--- src/rtl/rr_mux_arbiter.sv ---
// Two-requester burst arbiter with round-robin tie-breaking, a per-grant beat limit
// and a single registered output stage that holds under downstream backpressure.
module rr_mux_arbiter #(
    parameter int DATA_WIDTH = 8,
    parameter int MAX_BURST  = 4
) (
    input  logic                  clk,
    input  logic                  rst_n,

    input  logic                  req0_valid,
    input  logic [DATA_WIDTH-1:0] req0_data,
    input  logic                  req0_last,
    output logic                  req0_ready,

    input  logic                  req1_valid,
    input  logic [DATA_WIDTH-1:0] req1_data,
    input  logic                  req1_last,
    output logic                  req1_ready,

    output logic                  out_valid,
    output logic [DATA_WIDTH-1:0] out_data,
    output logic                  out_src,
    input  logic                  out_ready
);

    typedef enum logic [1:0] {
        IDLE   = 2'd0,
        GRANT0 = 2'd1,
        GRANT1 = 2'd2
    } state_t;

    localparam logic [8:0] BURST_LIMIT = 9'(MAX_BURST);

    state_t                state_q, state_d;
    logic                  rr_q, rr_d;
    logic [7:0]            beatCnt_q, beatCnt_d;
    logic                  outValid_q, outValid_d;
    logic [DATA_WIDTH-1:0] outData_q, outData_d;
    logic                  outSrc_q, outSrc_d;
    logic [1:0]            runSync_q;

    logic                  run;
    logic                  outFree;
    logic                  accept;
    logic                  selLast;
    logic                  selSrc;
    logic [DATA_WIDTH-1:0] selData;
    logic [8:0]            beatNext;
    logic                  burstEnd;

    // Reset asserts asynchronously but releases through two flops, so the first
    // grant decision can only happen on a clean edge after rst_n rises.
    always_ff @(posedge clk or negedge rst_n) begin
        if (!rst_n) begin
            runSync_q <= 2'b00;
        end else begin
            runSync_q <= {runSync_q[0], 1'b1};
        end
    end

    assign run     = runSync_q[1];
    assign outFree = !outValid_q || out_ready;

    assign req0_ready = (state_q == GRANT0) && outFree;
    assign req1_ready = (state_q == GRANT1) && outFree;

    always_comb begin
        accept  = 1'b0;
        selLast = 1'b0;
        selSrc  = 1'b0;
        selData = '0;
        case (state_q)
            GRANT0: begin
                accept  = req0_valid && req0_ready;
                selLast = req0_last;
                selSrc  = 1'b0;
                selData = req0_data;
            end
            GRANT1: begin
                accept  = req1_valid && req1_ready;
                selLast = req1_last;
                selSrc  = 1'b1;
                selData = req1_data;
            end
            default: begin
                accept  = 1'b0;
            end
        endcase
    end

    // A single release covers both the explicit last beat and the beat-limit case.
    assign beatNext = {1'b0, beatCnt_q} + 9'd1;
    assign burstEnd = selLast || (beatNext == BURST_LIMIT);

    always_comb begin
        state_d   = state_q;
        rr_d      = rr_q;
        beatCnt_d = beatCnt_q;
        case (state_q)
            IDLE: begin
                beatCnt_d = 8'd0;
                if (req0_valid && req1_valid) begin
                    state_d = rr_q ? GRANT0 : GRANT1;
                end else if (req0_valid) begin
                    state_d = GRANT0;
                end else if (req1_valid) begin
                    state_d = GRANT1;
                end
            end
            GRANT0, GRANT1: begin
                if (accept) begin
                    beatCnt_d = beatNext[7:0];
                    if (burstEnd) begin
                        state_d = IDLE;
                        rr_d    = selSrc;
                    end
                end
            end
            default: begin
                state_d = IDLE;
            end
        endcase
    end

    // The output register only loads when it is empty or draining this cycle,
    // which is exactly when the granted requester sees ready.
    always_comb begin
        outValid_d = outValid_q;
        outData_d  = outData_q;
        outSrc_d   = outSrc_q;
        if (accept) begin
            outValid_d = 1'b1;
            outData_d  = selData;
            outSrc_d   = selSrc;
        end else if (out_ready) begin
            outValid_d = 1'b0;
        end
    end

    always_ff @(posedge clk or negedge rst_n) begin
        if (!rst_n) begin
            state_q    <= IDLE;
            rr_q       <= 1'b1;
            beatCnt_q  <= 8'd0;
            outValid_q <= 1'b0;
            outData_q  <= '0;
            outSrc_q   <= 1'b0;
        end else if (run) begin
            state_q    <= state_d;
            rr_q       <= rr_d;
            beatCnt_q  <= beatCnt_d;
            outValid_q <= outValid_d;
            outData_q  <= outData_d;
            outSrc_q   <= outSrc_d;
        end
    end

    assign out_valid = outValid_q;
    assign out_data  = outData_q;
    assign out_src   = outSrc_q;

endmodule

--- config.mk ---
export PLATFORM = sky130hd
export DESIGN_NAME = rr_mux_arbiter
export DESIGN_NICKNAME = d
export VERILOG_FILES = /design/src/rtl/rr_mux_arbiter.sv
export SDC_FILE = /design/constraint.sdc
export NUM_CORES = 1
export LEC_CHECK = 0
export BUFFER_PORTS_ARGS = -buffer_cell sky130_fd_sc_hd__buf_2
export CAP_MARGIN = 25
export CORE_UTILIZATION = 45
export DETAILED_ROUTE_END_ITERATION = 7
export PLACE_DENSITY = 0.76
export REMOVE_ABC_BUFFERS = 1
export SLEW_MARGIN = 15
export SYNTH_ARGS = -nofsm -noshare
export SYNTH_HDL_FRONTEND = slang
export SYNTH_SLANG_ARGS = --single-unit
--- constraint.sdc ---
create_clock -name clk -period 3.1 [get_ports clk]
set_clock_uncertainty 0.15 [all_clocks]
set_input_delay 0.62 -clock clk [delete_from_list [all_inputs] [get_ports clk]]
set_output_delay 0.62 -clock clk [all_outputs]
set_load 0.1 [all_outputs]
==> run_results.csv <==
group,metric,value,unit
logic_synthesis,synth_cell_types,35,
logic_synthesis,synthArstFlopShare,100,%
critical_path,r2r_slack,770,ps
floorplanning,core,2540,sq um
critical_path,end_kind,"output pin",
critical_path,worstPathCellList,"inv_1 -> ha_1 -> and2_1 -> buf_2",
place,post-dp-hpwl,1860,microns
global_route,grt_max_degree,24,
global_route,grt_pass1_vias,1040,
logic_synthesis,syn_avg_cell_area,9.33,sq um
worst_hold_path,hold_class,"in2async",
global_route,globalRouteTotalUtil,20.7,%
critical_path,slowest_stage,"ha_1",
clocking,clockBufferDepth,2,
detailed_routing,wl_per_cell,12.7,microns
finish,layout_commonest_cell,"buf_2",
clocking,clock-sinks,23,
clocking,cts_setup_buffers,0,
logic_synthesis,synth_adder_area_share,5.04,%
logic_synthesis,synth_edf_count,0,
clocking,cts-resized-gates,0,
clocking,numCtsBuffers,3,
sta,period_share,86.0,%
critical_path,path_class,"reg2out",
place,io_buffers,34,
outcome,status,"finished, final reports clean",
sta,fin_ws,434,ps
finish,final_cell_mix,"buf_2 (34), nand2_1 (26), dfrtp_1 (22)",
sta,rsz0062_at_grt,"false",
logic_synthesis,netlist.area_leader.share,44.4,%
power_and_ir_drop,max-vdd-ir-drop,0.000818,V
critical_path,cp-startpoint,"state_q[0]$_DFFE_PN0P_",
floorplanning,rows,18,
logic_synthesis,synth-main-ff-cell,"dfrtp_1",
logic_synthesis,synth_cells,133,
critical_path,critPathMaxStageDelay,450,ps
clocking,clk_latency,310,ps
finish,area_growth,17.2,%
detailed_routing,firstDrtPassIters,4,
logic_synthesis,synth-simple-area-share,21.0,%
logic_synthesis,ys_ff_latch,23,
clocking,holdBufCountCts,0,
place,dp_slack,787,ps
detailed_routing,drt_iter0_drc,21,
critical_path,critPathRequiredTime,2330,ps
sta,clock.fmax,375,MHz
finish,drive_above_1_share,28.1,%
clocking,h-tree-depth,1,
logic_synthesis,synth_mux_area_share,2.82,%
clocking,cts-root-buf,"clkbuf_4",
critical_path,arrival,1900,ps
sta,worstMarginPinSlew,536,ps
detailed_routing,vias,1085,
floorplanning,start_util,48.8,%
place,place_congestion,0.813,
logic_synthesis,yosysWarnings,0,
detailed_routing,vias_per_cell,5.51,
global_route,grt_overflow,0,
finish,final_area,1460,sq um
floorplanning,die_area,2970,sq um
critical_path,r2r_cells,7,
sta,setup_violations,0,
finish,diodes,0,
logic_synthesis,synth_top_family_by_area,"simple AND/OR/NAND/NOR gates",
power_and_ir_drop,p_per_area,1070,nW/um^2
critical_path,path_max_fanout,13,
critical_path,worstReg2RegStart,"state_q[0]$_DFFE_PN0P_",
sta,max_slew_margin,64.0,%
global_route,grt_pass1_wl,4370,microns
finish,nNetsFinal,196,
logic_synthesis,synth-compound-area-share,19.1,%
critical_path,crit_path_start_kind,"flop",
sta,final_hold_viol_count,0,
sta,min_period,2670,ps
detailed_routing,route.detailed.drc,0,
logic_synthesis,synthTopCellsByArea,"dfrtp_1 (44%), nand2_1 (7.9%), o21ai_0 (6.9%), a22oi_1 (5.4%), ha_1 (5.0%)",
logic_synthesis,syn_area,1240,sq um
critical_path,crit-reg2reg-capture,"out_data[7]$_DFFE_PN0P_",
sta,tns,0,ps
global_route,antenna_found_initial,0,
floorplanning,io_pins,35,
finish,final_util,57.2,%
logic_synthesis,synth_top_cell_by_area,"dfrtp_1",
place,place_area,1430,sq um
sta,drv_slew,0,
critical_path,cp-endpoint,"req1_ready",
detailed_routing,drtAntennaViolNets,0,
logic_synthesis,synth.yosys.seq_area_share,46.5,%
floorplanning,die_h,54.5,microns
floorplanning,die_w,54.5,microns
logic_synthesis,synth_xor_area_share,2.12,%
detailed_routing,totalWireLength,2500,microns
power_and_ir_drop,leakage,0.708,nW
clocking,cts_tree,"yes",
clocking,path_clk_slew,130,ps
flow_run,cap_violations,0,
stage by stage:
step	power, mW	instances	hold WS (ps)
global route	1.66	197	136
finish	1.56	197	99.0
floorplan	1.25	128	174
detailed placement	1.43	193	186
CTS	1.57	197	124
global placement	1.41	193	186
registers in the layout (all words and copies together), names as in the netlist:
| signal | count |
|---|---|
| beatCnt_q | 8 |
| out_data | 8 |
| out_src | 1 |
| out_valid | 1 |
| rr_q | 1 |
| runSync_q | 2 |
| state_q | 2 |
cell usage after synthesis (all sizes together), types with 3 or more instances:
cell	n
nor2b	3
buf	4
nand2	26
nand2b	3
ha	5
and3	3
dfrtp	22
o21ai	19
a22oi	10
nor2	8
nand3	3
inv	3
nor3	3
logic make-up (layout without fill, tap and decap cells):
| logic type | after synthesis | after routing |
|---|---|---|
| DFF | 23 | 23 |
| adders and majority gates | 5 | 5 |
| xor gates and xnor gates | 3 | 3 |
| AOI/OAI and AO/OA | 36 | 36 |
| and+or+nand+nor | 54 | 54 |
| muxes | 3 | 3 |
| buffers and inverters | 8 | 42 |
| other | 1 | 1 |
critical path: cells and delay by family, from the launching register on:
family	cells	cell delay [ps]
fa+ha+maj	1	450
flops	1	410
buf+inv	2	530
simple gates	1	190
report_power, final:
part / internal [mW] / switching, mW
Combinational: 0.199 / 0.779
Sequential: 0.390 / 0.0552
Clock: 0.0482 / 0.0901
Total: 0.637 / 0.925
metal layers:
layer / track usage, % / vias to the layer above / wire, microns
met5: 0 / - / 0
met4: 5.13 / 0 / 25
met3: 4.17 / 4 / 146
met2: 37.4 / 36 / 1210
met1: 24.7 / 514 / 1120
li1: - / 531 / -
worst min path at each step:
stage	startpoint	endpoint	slack, ps	cells past startpoint
finish	rst_n	beatCnt_q[4]$_DFFE_PN0P_	100	1
global route	rst_n	state_q[0]$_DFFE_PN0P_	140	1
CTS	rst_n	beatCnt_q[4]$_DFFE_PN0P_	120	1
detailed placement	runSync_q[0]$_DFF_PN0_	runSync_q[1]$_DFF_PN0_	190	0
global placement	runSync_q[0]$_DFF_PN0_	runSync_q[1]$_DFF_PN0_	190	0
floorplan	rst_n	beatCnt_q[0]$_DFFE_PN0P_	170	0
area by class of cell:
cell class / instances / area (sq um)
tap: 30 / 37.5
clock inverter: 1 / 5.00
multi-input combinational: 102 / 624
fill: 223 / 1090
inverter: 3 / 11.3
sequential: 23 / 577
clock buffer: 3 / 22.5
timing repair buffer: 35 / 178
No activity file was read; power rests on OpenSTA's default activity.
